==> src/rtl/sdram_arb_pkg.sv <==
// Shared types and constants for the SDRAM master arbiter and the requesters around it.
package sdram_arb_pkg;

    typedef enum logic [1:0] {
        IDLE  = 2'd0,
        READ  = 2'd1,
        WRITE = 2'd2
    } arb_state_e;

    localparam int ADDR_W_DEF      = 24;
    localparam int DATA_W_DEF      = 32;
    localparam int SDRAM_WORD_SKIP = 4;

endpackage

==> src/rtl/sdram_master_arbiter_if.sv <==
// Bundle of requester-side handshakes and Avalon-MM master pins around the arbiter.
interface sdram_master_arbiter_if
    import sdram_arb_pkg::*;
#(
    parameter int ADDR_W = ADDR_W_DEF,
    parameter int DATA_W = DATA_W_DEF,
    parameter int CNT_W  = 5
);
    logic              rd_req;
    logic [ADDR_W-1:0] rd_addr;
    logic              rd_accept;
    logic [DATA_W-1:0] rd_data;
    logic              rd_valid;
    logic              wr_req;
    logic [ADDR_W-1:0] wr_addr;
    logic [DATA_W-1:0] wr_data;
    logic              wr_accept;
    logic [ADDR_W-1:0] sdaddress;
    logic              sdread;
    logic              sdwrite;
    logic [DATA_W-1:0] sdwritedata;
    logic [DATA_W-1:0] sdreaddata;
    logic              sdreaddatavalid;
    logic              sdwaitrequest;
    logic [CNT_W-1:0]  outstanding;
    logic              err_underflow;

    modport master (
        input  rd_req, rd_addr, wr_req, wr_addr, wr_data,
        input  sdreaddata, sdreaddatavalid, sdwaitrequest,
        output rd_accept, rd_data, rd_valid, wr_accept,
        output sdaddress, sdread, sdwrite, sdwritedata,
        output outstanding, err_underflow
    );

    modport slave (
        output rd_req, rd_addr, wr_req, wr_addr, wr_data,
        output sdreaddata, sdreaddatavalid, sdwaitrequest,
        input  rd_accept, rd_data, rd_valid, wr_accept,
        input  sdaddress, sdread, sdwrite, sdwritedata,
        input  outstanding, err_underflow
    );

endinterface

==> src/rtl/sdram_credit_counter.sv <==
// Outstanding-read credit counter with saturation and a sticky underflow flag.
module sdram_credit_counter #(
    parameter int MAX_OUTSTANDING = 16,
    parameter int CNT_W           = 5
) (
    input  logic             clk,
    input  logic             reset,
    input  logic             inc_i,
    input  logic             dec_i,
    output logic [CNT_W-1:0] count_o,
    output logic             err_underflow_o
);

    logic [CNT_W-1:0] count_q, count_d;
    logic             err_q, err_d;

    always_comb begin
        count_d = count_q;
        err_d   = err_q;
        // A return with nothing outstanding means the slave and our bookkeeping disagree.
        if (dec_i && (count_q == '0)) begin
            err_d = 1'b1;
        end
        if (inc_i && !dec_i) begin
            if (count_q != CNT_W'(MAX_OUTSTANDING)) begin
                count_d = count_q + CNT_W'(1);
            end
        end else if (dec_i && !inc_i) begin
            if (count_q != '0) begin
                count_d = count_q - CNT_W'(1);
            end
        end
    end

    always_ff @(posedge clk) begin
        if (reset) begin
            count_q <= '0;
            err_q   <= 1'b0;
        end else begin
            count_q <= count_d;
            err_q   <= err_d;
        end
    end

    assign count_o         = count_q;
    assign err_underflow_o = err_q;

endmodule

==> src/rtl/sdram_master_arbiter.sv <==
// Arbitrates the single SDRAM Avalon-MM master between read-fetch and result-write engines,
// with read credit tracking and bounded write starvation.
module sdram_master_arbiter
    import sdram_arb_pkg::*;
#(
    parameter int ADDR_W          = ADDR_W_DEF,
    parameter int DATA_W          = DATA_W_DEF,
    parameter int MAX_OUTSTANDING = 16,
    parameter int STARVE_LIMIT    = 8,
    parameter int CNT_W           = 5
) (
    input  logic                   clk,
    input  logic                   reset,
    sdram_master_arbiter_if.master bus
);

    localparam logic [1:0] ST_IDLE  = IDLE;
    localparam logic [1:0] ST_READ  = READ;
    localparam logic [1:0] ST_WRITE = WRITE;
    localparam int         STARVE_W = $clog2(STARVE_LIMIT + 1);

    logic [1:0]          state_q, state_d;
    logic [ADDR_W-1:0]   sdaddress_q, sdaddress_d;
    logic [DATA_W-1:0]   sdwritedata_q, sdwritedata_d;
    logic                sdread_q, sdread_d;
    logic                sdwrite_q, sdwrite_d;
    logic [STARVE_W-1:0] starve_q, starve_d;
    logic [DATA_W-1:0]   rd_data_q;
    logic                rd_valid_q;
    logic [CNT_W-1:0]    outstanding;
    logic                rd_elig, rd_grant, wr_grant, rd_accept, wr_accept;

    always_comb begin
        rd_elig   = bus.rd_req && (outstanding < CNT_W'(MAX_OUTSTANDING));
        wr_grant  = (state_q == ST_IDLE) && bus.wr_req &&
                    (!rd_elig || (starve_q == STARVE_W'(STARVE_LIMIT)));
        rd_grant  = (state_q == ST_IDLE) && rd_elig && !wr_grant;
        rd_accept = (state_q == ST_READ) && !bus.sdwaitrequest;
        wr_accept = (state_q == ST_WRITE) && !bus.sdwaitrequest;
    end

    always_comb begin
        state_d       = state_q;
        sdaddress_d   = sdaddress_q;
        sdwritedata_d = sdwritedata_q;
        sdread_d      = sdread_q;
        sdwrite_d     = sdwrite_q;
        case (state_q)
            ST_IDLE: begin
                if (wr_grant) begin
                    sdaddress_d   = bus.wr_addr;
                    sdwritedata_d = bus.wr_data;
                    sdwrite_d     = 1'b1;
                    state_d       = ST_WRITE;
                end else if (rd_grant) begin
                    sdaddress_d = bus.rd_addr;
                    sdread_d    = 1'b1;
                    state_d     = ST_READ;
                end
            end
            ST_READ: begin
                if (rd_accept) begin
                    sdread_d = 1'b0;
                    state_d  = ST_IDLE;
                end
            end
            ST_WRITE: begin
                if (wr_accept) begin
                    sdwrite_d = 1'b0;
                    state_d   = ST_IDLE;
                end
            end
            default: begin
                sdread_d  = 1'b0;
                sdwrite_d = 1'b0;
                state_d   = ST_IDLE;
            end
        endcase
    end

    // Count consecutive read grants only while a write is actually waiting.
    always_comb begin
        starve_d = starve_q;
        if (!bus.wr_req || wr_grant) begin
            starve_d = '0;
        end else if (rd_grant && (starve_q != STARVE_W'(STARVE_LIMIT))) begin
            starve_d = starve_q + STARVE_W'(1);
        end
    end

    always_ff @(posedge clk) begin
        if (reset) begin
            state_q       <= ST_IDLE;
            sdaddress_q   <= '0;
            sdwritedata_q <= '0;
            sdread_q      <= 1'b0;
            sdwrite_q     <= 1'b0;
            starve_q      <= '0;
            rd_data_q     <= '0;
            rd_valid_q    <= 1'b0;
        end else begin
            state_q       <= state_d;
            sdaddress_q   <= sdaddress_d;
            sdwritedata_q <= sdwritedata_d;
            sdread_q      <= sdread_d;
            sdwrite_q     <= sdwrite_d;
            starve_q      <= starve_d;
            rd_data_q     <= bus.sdreaddata;
            rd_valid_q    <= bus.sdreaddatavalid;
        end
    end

    sdram_credit_counter #(
        .MAX_OUTSTANDING (MAX_OUTSTANDING),
        .CNT_W           (CNT_W)
    ) u_credit (
        .clk             (clk),
        .reset           (reset),
        .inc_i           (rd_accept),
        .dec_i           (bus.sdreaddatavalid),
        .count_o         (outstanding),
        .err_underflow_o (bus.err_underflow)
    );

    assign bus.rd_accept   = rd_accept;
    assign bus.wr_accept   = wr_accept;
    assign bus.rd_data     = rd_data_q;
    assign bus.rd_valid    = rd_valid_q;
    assign bus.sdaddress   = sdaddress_q;
    assign bus.sdwritedata = sdwritedata_q;
    assign bus.sdread      = sdread_q;
    assign bus.sdwrite     = sdwrite_q;
    assign bus.outstanding = outstanding;

endmodule

==> src/flat_wrapper.sv <==
// flat-port wrapper written by rule: the top's interface ports become plain ports
module sdram_master_arbiter_flat import sdram_arb_pkg::*;
#(
    parameter int ADDR_W          = ADDR_W_DEF,
    parameter int DATA_W          = DATA_W_DEF,
    parameter int MAX_OUTSTANDING = 16,
    parameter int STARVE_LIMIT    = 8,
    parameter int CNT_W           = 5
)
  (clk, reset, bus_rd_req, bus_rd_addr, bus_wr_req, bus_wr_addr, bus_wr_data, bus_sdreaddata, bus_sdreaddatavalid, bus_sdwaitrequest, bus_rd_accept, bus_rd_data, bus_rd_valid, bus_wr_accept, bus_sdaddress, bus_sdread, bus_sdwrite, bus_sdwritedata, bus_outstanding, bus_err_underflow);
  sdram_master_arbiter_if #(.ADDR_W(ADDR_W), .DATA_W(DATA_W), .CNT_W(CNT_W)) bus_i ();
  input  logic clk;
  input  logic reset;
  input wire logic [$bits(bus_i.rd_req)-1:0] bus_rd_req;
  input wire logic [$bits(bus_i.rd_addr)-1:0] bus_rd_addr;
  input wire logic [$bits(bus_i.wr_req)-1:0] bus_wr_req;
  input wire logic [$bits(bus_i.wr_addr)-1:0] bus_wr_addr;
  input wire logic [$bits(bus_i.wr_data)-1:0] bus_wr_data;
  input wire logic [$bits(bus_i.sdreaddata)-1:0] bus_sdreaddata;
  input wire logic [$bits(bus_i.sdreaddatavalid)-1:0] bus_sdreaddatavalid;
  input wire logic [$bits(bus_i.sdwaitrequest)-1:0] bus_sdwaitrequest;
  output wire logic [$bits(bus_i.rd_accept)-1:0] bus_rd_accept;
  output wire logic [$bits(bus_i.rd_data)-1:0] bus_rd_data;
  output wire logic [$bits(bus_i.rd_valid)-1:0] bus_rd_valid;
  output wire logic [$bits(bus_i.wr_accept)-1:0] bus_wr_accept;
  output wire logic [$bits(bus_i.sdaddress)-1:0] bus_sdaddress;
  output wire logic [$bits(bus_i.sdread)-1:0] bus_sdread;
  output wire logic [$bits(bus_i.sdwrite)-1:0] bus_sdwrite;
  output wire logic [$bits(bus_i.sdwritedata)-1:0] bus_sdwritedata;
  output wire logic [$bits(bus_i.outstanding)-1:0] bus_outstanding;
  output wire logic [$bits(bus_i.err_underflow)-1:0] bus_err_underflow;
  assign bus_i.rd_req = bus_rd_req;
  assign bus_i.rd_addr = bus_rd_addr;
  assign bus_i.wr_req = bus_wr_req;
  assign bus_i.wr_addr = bus_wr_addr;
  assign bus_i.wr_data = bus_wr_data;
  assign bus_i.sdreaddata = bus_sdreaddata;
  assign bus_i.sdreaddatavalid = bus_sdreaddatavalid;
  assign bus_i.sdwaitrequest = bus_sdwaitrequest;
  assign bus_rd_accept = bus_i.rd_accept;
  assign bus_rd_data = bus_i.rd_data;
  assign bus_rd_valid = bus_i.rd_valid;
  assign bus_wr_accept = bus_i.wr_accept;
  assign bus_sdaddress = bus_i.sdaddress;
  assign bus_sdread = bus_i.sdread;
  assign bus_sdwrite = bus_i.sdwrite;
  assign bus_sdwritedata = bus_i.sdwritedata;
  assign bus_outstanding = bus_i.outstanding;
  assign bus_err_underflow = bus_i.err_underflow;
  sdram_master_arbiter #(.ADDR_W(ADDR_W), .DATA_W(DATA_W), .MAX_OUTSTANDING(MAX_OUTSTANDING), .STARVE_LIMIT(STARVE_LIMIT), .CNT_W(CNT_W)) u_core (.clk(clk), .reset(reset), .bus(bus_i));
endmodule
==> config.mk <==
export PLATFORM = sky130hd
export DESIGN_NAME = sdram_master_arbiter_flat
export DESIGN_NICKNAME = d
export VERILOG_FILES = /design/src/rtl/sdram_arb_pkg.sv /design/src/rtl/sdram_master_arbiter_if.sv /design/src/rtl/sdram_credit_counter.sv /design/src/rtl/sdram_master_arbiter.sv /design/src/flat_wrapper.sv
export SDC_FILE = /design/constraint.sdc
export NUM_CORES = 1
export LEC_CHECK = 0
export ABC_AREA = 0
export BUFFER_PORTS_ARGS = -buffer_cell sky130_fd_sc_hd__clkbuf_2
export CAP_MARGIN = 20
export CORE_ASPECT_RATIO = 0.8
export CORE_MARGIN = 3
export CORE_UTILIZATION = 47
export DETAILED_ROUTE_END_ITERATION = 8
export GPL_ROUTABILITY_DRIVEN = 0
export HOLD_SLACK_MARGIN = 0.08
export PLACE_DENSITY = 0.85
export SYNTH_ARGS = -nofsm -noshare
export SYNTH_HDL_FRONTEND = slang
export SYNTH_SLANG_ARGS = --single-unit
==> constraint.sdc <==
create_clock -name clk -period 5.45 [get_ports clk]
set_input_delay 0.545 -clock clk [delete_from_list [all_inputs] [get_ports clk]]
set_output_delay 0.545 -clock clk [all_outputs]
set_load 0.02 [all_outputs]
Yosys cells after proc, flatten, opt, wreduce, memory -nomap -nowiden
Index checks and enable logic that the tools add are counted.
W data, S select, Z words.
Operators by class
  $lt $le $gt $ge: 1
  reductions and logical operators: 32
  equality and inequality tests: 12
  bitwise logic cells: 2
  mux-type cells: 18
  add/subtract/negate cells: 3
Operators by type and width (number)
  $mux W24: 2
  $mux W5: 4
  $logic_and A1 B1 Y1: 11
  $reduce_and A3 Y1: 3
  $mux W2: 4
  $logic_not A1 Y1: 6
  $ne A2 B1 Y1 const B: 3
  $ne A2 B2 Y1 const B: 3
  $pmux W1 S3: 2
  $pmux W2 S3: 1
  $reduce_bool A2 Y1: 3
  $add A5 B1 Y5 const B: 1
  $logic_not A5 Y1: 1
  $lt A5 B5 Y1 const B: 1
  $mux W1: 5
  $ne A5 B5 Y1 const B: 1
  $reduce_bool A5 Y1: 1
  $sub A5 B1 Y5 const B: 1
  $add A4 B1 Y4 const B: 1
  $eq A4 B4 Y1 const B: 1
  $ne A4 B4 Y1 const B: 1
  $reduce_and A2 Y1: 2
  $reduce_and A4 Y1: 1
  $ne A3 B1 Y1 const B: 1
  6 further kinds: 8
Storage, ports and cells
  word-level logic and storage cells: 78
  output and inout port bits: 99
  input bits: 118
  flip-flop bits (word level): 103

Depth between registers and ports, before layout
Gate-level depths: netlist of the first run.
  word-level depth: 10
  mapped depth: 9
  mapped depth without buffers: 8

Modules after synthesis
From an unflattened synthesis of the first run, not the netlist that was laid out.
Second synthesis, totals
  cells, all modules: 383
  area, all modules: 3804.9 µm²
Modules (own cells, without submodules)
  sdram_master_arbiter: area an instance 3389.5 µm², sequential area each 1941.9 µm², times used 1, cells each 338
  sdram_credit_counter: area an instance 415.4 µm², sequential area each 120.1 µm², times used 1, cells each 45

Least setup slack after synthesis of the first run
No wires, ideal clock.
  path kind: input -> register
  start point: input bus_sdwaitrequest
  end point: register u_core.u_credit.count_q[4] (netlist: u_core.u_credit.count_o[4])
  path slack: 2.830 ns
  setup time: 0.064 ns
  stages on the path: 8
  arrival time: 2.557 ns
  data required time: 5.386 ns
  buffers on the path: 0
  cells stage by stage: nor3b_1 -> ha_1 -> inv_1 -> ha_1 -> nand2b_1 -> o2bb2ai_1 -> or4_1 -> nand4_1
On the way
  word-level cells in the longest chain between the ends: 6
  elaborated cells on any way between the ends: 10
  classes of those cells: 1 x eq/ne; 1 x mux; 8 x reduce/logical
RTL lines
  start: declaration: line flat_wrapper.sv:21  | input wire logic [$bits(bus_i.sdwaitrequest)-1:0] bus_sdwaitrequest;
  $logic_not A1 Y1 (*): line sdram_master_arbiter.sv:38  | rd_accept = (state_q == ST_READ) && !bus.sdwaitrequest;
  $logic_and A1 B1 Y1 (*): line sdram_master_arbiter.sv:38
  $logic_not A1 Y1: line sdram_credit_counter.sv:28  | end else if (dec_i && !inc_i) begin
  $logic_and A1 B1 Y1: line sdram_credit_counter.sv:28
  $reduce_bool A2 Y1 (no line)
  $reduce_and A3 Y1 (no line)
  end signal: assignment: line sdram_credit_counter.sv:40  | count_q <= count_d;
  end: declaration: line sdram_credit_counter.sv:14  | logic [CNT_W-1:0] count_q, count_d;
Every way passes the cells marked *; elsewhere a longest branch is shown, timed or not.
A chain may end at the register's enable or synchronous reset.

Worst setup path after layout of the first run
  start point: register u_core.state_q[0]
  end point: register u_core.u_credit.count_q[4] (netlist: u_core.u_credit.count_o[4])
On the way
  word-level cells in the longest chain between the ends: 6
  elaborated cells on any way between the ends: 10
  classes of those cells: 2 x eq/ne; 1 x mux; 7 x reduce/logical
RTL lines
  start: declaration: line sdram_master_arbiter.sv:22  | logic [1:0] state_q, state_d;
  start signal: assignment: line sdram_master_arbiter.sv:102  | state_q <= state_d;
  $eq A2 B1 Y1 (*): line sdram_master_arbiter.sv:38
  $logic_and A1 B1 Y1 (*): line sdram_master_arbiter.sv:38
  $logic_not A1 Y1: line sdram_credit_counter.sv:28
  $logic_and A1 B1 Y1: line sdram_credit_counter.sv:28
  $reduce_bool A2 Y1 (no line)
  $reduce_and A3 Y1 (no line)
Marked as above.

==> flow_summary.json, run 1 <==
{
  "status": "completed",
  "slew_headroom_pct": 49.0,
  "grt_pass1_wl_mm": 15.3,
  "dp.cells": 685,
  "h-tree-depth": 3,
  "cp.arrival_ps": 2590,
  "grt_pass1_vias": 3346,
  "syn_to_final_growth_pct": 33.1,
  "grt-ovfl-total": 0,
  "skew_ps": 9.71,
  "ir_worst_vdd_uv": 235,
  "powerDensity_mw_per_mm2": 388,
  "critPathMaxFanout": 8,
  "post_cts_buffers": 0,
  "dieArea_mm2": 0.00929,
  "synth-seq-cells": 103,
  "final.setup.tns_ps": 0,
  "clk_latency_ps": 340,
  "grt_use_total_pct": 20.2,
  "drc": 0,
  "yosysSeqAreaShare_pct": 53.7,
  "worstHoldPathType": "in2reg",
  "cp-start-kind": "flip-flop",
  "final_cell_count_no_fill": 700,
  "finalCritPeriodShare_pct": 42.3,
  "setup_violations": 0,
  "yosysWarnings": 0,
  "cts.sinks": 103,
  "grt_max_degree": 81,
  "clock_path_buffers": 2,
  "path_clk_slew_ps": 100,
  "root_buffer": "clkbuf_8",
  "layout_min_cycle_time_ps": 2300,
  "crit_path_end_kind": "flip-flop",
  "first_iter_violations": 259,
  "initial_core_util_pct": 50.0,
  "seq_area_mm2": 0.00206,
  "die_h_um": 86.8,
  "yosysUniqueCellTypes": 40,
  "slew_viol_final": 0,
  "port_buffers": 216,
  "drive_gt1_share_pct": 40.7,
  "hold_violations": 0,
  "core-area_mm2": 0.00767,
  "vias": 3420,
  "leakage_nw": 2.52,
  "cts_hold_buf": 0,
  "n_fill_cell": 642,
  "viasPerCell": 4.89,
  "multi_input_area_mm2": 0.00158,
  "synth_area_mm2": 0.00384,
  "io_pins": 217,
  "fin_hold_ws_ps": 398,
  "n_antenna_cell": 0,
  "syn_avg_cell_area_um2": 9.97,
  "nets": 716,
  "wl_per_cell_um": 13.8,
  "die_w_um": 107,
  "crit_required_ps": 5740,
  "syn_nets": 510,
  "max_cap_viol_count": 0,
  "antenna_left": 0,
  "ctsResizeCount": 0,
  "tightestPinTransition_ps": 766,
  "syn_inst": 385,
  "wl_mm": 9.63,
  "post-dp-hpwl_mm": 7.43,
  "ys.flop_type": "dfxtp_1",
  "synth_edf_count": 0,
  "num_rows": 28,
  "criticalPathCategory": "reg2reg",
  "drtPass1Iterations": 4,
  "antenna_found_initial": 0,
  "synthArstFlopShare_pct": 0,
  "cts_buffers": 9,
  "rsz0062_at_grt": "no",
  "fmax_ghz": 0.434,
  "cts_tree": "yes"
}
## registers in the layout, indices dropped and copies added, names as in the netlist, 2 cells and up
| register | count |
|---|---|
| u_core.bus.sdwritedata | 32 |
| u_core.u_credit.count_o | 5 |
| u_core.bus.sdaddress | 24 |
| u_core.starve_q | 4 |
| u_core.bus.rd_data | 32 |
| u_core.state_q | 2 |
## final cells by class
cell class                 instances  share of cell area [%]
sequential                       103                    40.4
multi-input combinational        249                    31.0
clock inverter                     6                    1.37
timing repair buffer             219                    21.6
tap                              105                    2.57
inverter                           9                   0.662
clock buffer                       9                    2.43
## through the flow
stage / utilization (%) / total power [mW] / worst slack (ps) / cell area [µm²]
final: 66.6 / 1.98 / 3150 / 5110
after global routing: 66.6 / 2.10 / 2910 / 5110
after CTS: 66.6 / 2.00 / 3150 / 5110
after detailed placement: 64.0 / 1.53 / 2970 / 4910
after global placement: 64.0 / 1.51 / 3070 / 4910
after floorplan: - / 1.35 / 2830 / 3840
## worst paths after layout
kind / startpoint / end / slack [ps] / cells after the start
setup reg to reg: u_core.state_q[0] / u_core.u_credit.count_o[4] / 3150 / 8
hold reg to reg: u_core.bus.sdwritedata[27] / u_core.bus.sdwritedata[27] / 460 / 2
setup / recovery: u_core.state_q[0] / u_core.u_credit.count_o[4] / 3150 / 8
hold / removal: bus_sdreaddata[26] / u_core.bus.rd_data[26] / 400 / 2
## cell families (layout without fill, tap and decap cells)
kind of cell | Yosys count | count (layout) | share of synthesized area, %
buffers and inverters | 33 | 243 | 5.05
adder cells (fa/ha/maj) | 7 | 7 | 2.48
multiplexers | 26 | 26 | 6.78
flip-flops | 103 | 103 | 53.7
XOR/XNOR | 5 | 5 | 1.14
AO/OA/AOI/OAI | 73 | 73 | 12.8
AND/OR/NAND/NOR | 138 | 138 | 18.0
## routing by layer
| metal | track usage [%] | vias to the layer above | wire (µm) |
|---|---|---|---|
| met2 | 35.8 | 154 | 4830 |
| met1 | 23.9 | 1553 | 3880 |
| li1 | - | 1708 | - |
| met3 | 6.55 | 5 | 864 |
| met5 | 0 | - | 0 |
| met4 | 4.53 | 0 | 54 |
## synthesized netlist by cell type (all sizes together) (2+ instances only)
master,number,area [µm²]
dfxtp,103,2060
nand2,67,254
a31oi,2,18.8
ha,6,75.1
xnor2,3,26.3
inv,9,33.8
xor2,2,17.5
nand3b,3,22.5
nand4,2,12.5
o2bb2ai,25,219
clkbuf,6,22.5
nor3,2,10.0
nor2,13,56.3
nor2b,33,206
and3,2,12.5
a21oi,38,190
o21ai,2,10.0
mux2i,26,260
nand2b,4,25.0
nor3b,3,27.5
nand3,6,30.0
buf,18,138
## placed cells by master (no fill, tap or decap), types with 2 or more instances in the layout
master and count:
clkbuf_2 216, inv_1 9, o2bb2ai_1 25, ha_1 6, clkbuf_8 9, nand2_1 66
dfxtp_1 103, nand2b_1 4, a21oi_1 38, clkinvlp_4 2, nor3_1 2, o21ai_0 2
mux2i_1 26, nand4_1 2, nand3b_1 3, xnor2_1 3, and3_1 2, nand3_1 6
buf_4 3, xor2_1 2, nor2b_1 33, nor3b_1 2, nor2_1 12
## power by group
group / switching (mW) / internal [mW] / total [mW]
Sequential: 0.0699 / 0.843 / 0.913
Clock: 0.255 / 0.214 / 0.470
Combinational: 0.355 / 0.242 / 0.598
Total: 0.681 / 1.30 / 1.98
## worst max-delay path, stage by stage (launching register included)
cell and delay [ps]:
dfxtp_1 460, nor3b_1 280, ha_1 320, inv_1 130, ha_1 320, nand2b_1 80
o2bb2ai_1 180, or4_1 410, nand4_1 80
Note: power is estimated with default switching activity, not from simulation.
==> inputs of run 2 (changes only) <==
CORE_UTILIZATION = 44   (was 47)
PLACE_DENSITY = 0.8   (was 0.85)
clock period = 2.4 ns   (was 5.45 ns; I/O delays follow)
==> run 2 against run 1 <==
  * Global-route usage shrank 0.47 points
  * Sequential share of layout area shrank 1.2 points
  * Final cell count grew 3.0%
  * Core utilization shrank 2.3 points
  * Register-to-register slack lost 2900 ps
  * Non-clock buffer count grew 18
  * Total power grew 120%
  * Via count grew 1.9%
  * Clock power grew 100%
  * Wire length grew 5.6%
  * Highest routed layer unchanged
==> flow_summary.json, run 2 (synthesis results as in run 1) <==
{
  "tightestPinTransition_ps": 586,
  "first_iter_violations": 187,
  "clkPwrFrac_pct": 21.3,
  "cp_num_cells": 8,
  "grt_pass1_wl_mm": 15.9,
  "max_cap_viol_count": 0,
  "final_cell_count_no_fill": 721,
  "criticalPathCategory": "reg2reg",
  "vias": 3485,
  "r2r_end": "u_core.u_credit.count_o[4]",
  "path_common_cell": "ha_1",
  "powerDensity_mw_per_mm2": 839,
  "crit_required_ps": 2690,
  "die_w_um": 110,
  "grt_use_total_pct": 19.7,
  "fmax_ghz": 0.457,
  "slew_headroom_pct": 60.8,
  "seq_power_share_pct": 46.7,
  "wl_per_cell_um": 14.1,
  "grt_pass1_vias": 3319,
  "dp.cells": 691,
  "cp.arrival_ps": 2480,
  "final_common_cell": "clkbuf_2",
  "clk_latency_ps": 350,
  "final_util_pct": 64.3,
  "worst_slack_ps": 212,
  "p_int_mw": 2.88,
  "worst-r2r-setup-slack_ps": 210,
  "clock_path_buffers": 2,
  "port_buffers": 216,
  "seq_area_mm2": 0.00206,
  "worstHoldPathType": "in2reg",
  "rr_worst_depth": 8,
  "h-tree-depth": 3,
  "critPathMaxFanout": 8,
  "ir_worst_vdd_uv": 415,
  "core-area_mm2": 0.00820,
  "final_cell_mix": "clkbuf_2 (216), dfxtp_1 (102), nand2_1 (66)",
  "wl_mm": 10.2,
  "final.setup.tns_ps": 0,
  "drtPass1Iterations": 4,
  "n_fill_cell": 676,
  "n_antenna_cell": 0,
  "path_clk_slew_ps": 90,
  "grt_max_degree": 40,
  "nets": 734,
  "place_ws_ps": 167,
  "p_switching_mw": 1.54,
  "r2r_start": "u_core.state_q[1]",
  "viasPerCell": 4.83,
  "grt-ovfl-total": 0,
  "hold_violations": 0,
  "endpoint": "u_core.u_credit.count_o[4]",
  "cp-start-kind": "flip-flop",
  "cpMaxStageDelayCell": "or4_1",
  "dieArea_mm2": 0.00989,
  "critical_path.startpoint": "u_core.state_q[1]",
  "layout_min_cycle_time_ps": 2190,
  "max_stage_delay_ps": 430,
  "setup_violations": 0,
  "post_cts_buffers": 0,
  "root_buffer": "clkbuf_8",
  "post-dp-hpwl_mm": 7.57,
  "path_delay_family": "simple AND/OR/NAND/NOR gates",
  "finalCritPeriodShare_pct": 91.2,
  "num_rows": 29,
  "multi_input_area_mm2": 0.00159,
  "switching_share_pct": 34.9,
  "antenna_left": 0,
  "die_h_um": 89.5,
  "drive_gt1_share_pct": 40.0,
  "slew_viol_final": 0,
  "initial_core_util_pct": 46.8,
  "drc": 0,
  "skew_ps": 10.5,
  "io_pins": 217,
  "antenna_found_initial": 0,
  "critical_path.cell_chain": "nor3b_2, ha_1, inv_1, ha_1, nand2b_1, o2bb2ai_1, or4_1, nand4_1",
  "rsz0062_at_grt": "no",
  "crit_buf_inv": 1,
  "status": "completed",
  "comb_power_share_pct": 32.0,
  "cts_tree": "yes",
  "cts_buffers": 9,
  "cts.sinks": 103,
  "leakage_nw": 2.59,
  "crit_path_end_kind": "flip-flop",
  "syn_to_final_growth_pct": 37.4
}
-- run 2: cell count changes in the layout (fill, tap and decap cells not counted), sizes merged --
| cell | delta |
|---|---|
| clkbuf | +2 |
| dlygate4sd3 | +15 |
| buf | +3 |
| bufinv | -1 |
| inv | -1 |
-- run 2: worst min path at each step --
stage,slack [ps],from,cells past startpoint,end
2_1_floorplan,370,bus_sdreaddata[0],1,u_core.bus.rd_data[0]
3_3_place_gp,440,u_core.bus.sdwritedata[21],2,u_core.bus.sdwritedata[21]
3_5_place_dp,450,u_core.bus.sdwritedata[21],2,u_core.bus.sdwritedata[21]
4_1_cts,80,bus_sdreaddata[12],2,u_core.bus.rd_data[12]
5_1_grt,90,bus_sdreaddata[12],2,u_core.bus.rd_data[12]
6_report,100,bus_sdreaddata[12],2,u_core.bus.rd_data[12]
-- run 2: layout make-up --
cell class / count / share of cell area, %
Clock buffer: 11 / 2.49
Clock inverter: 4 / 0.617
Inverter: 9 / 0.641
Multi-Input combinational cell: 249 / 30.1
Sequential cell: 103 / 39.1
Tap cell: 108 / 2.56
Timing Repair Buffer: 237 / 24.4
-- run 2: power by group through the flow --
stage / sequential, mW / combinational [mW] / clock [mW]
2_1_floorplan: 2.32 / 0.753 / 0
3_3_place_gp: 2.09 / 1.36 / 0
3_5_place_dp: 2.10 / 1.40 / 0
4_1_cts: 2.06 / 1.42 / 0.985
5_1_grt: 2.09 / 1.54 / 1.05
6_report: 2.07 / 1.42 / 0.940
-- run 2: metal layers --
layer	up-vias	GRT usage, %	wire length [µm]
met2	154	33.5	5000
met4	0	5.37	53
met5	-	0	0
met1	1580	23.5	4100
li1	1745	-	-
met3	6	8.05	1000
-- run 2: metrics by stage --
step,hold slack (ps),cell area (µm²),power (mW)
after floorplan,368,3840,3.08
after global placement,440,4960,3.45
after detailed placement,447,4960,3.50
after CTS,80.4,5270,4.47
after global routing,88.1,5270,4.68
final,103,5270,4.42
-- run 2: timing repair --
| item | in CTS | in global routing |
|---|---|---|
| hold endpoints to repair | 15 | 0 |
| endpoints found under the setup margin | 0 | 1 |
| hold buffers | 15 | 0 |
| gates resized for setup | 0 | 1 |
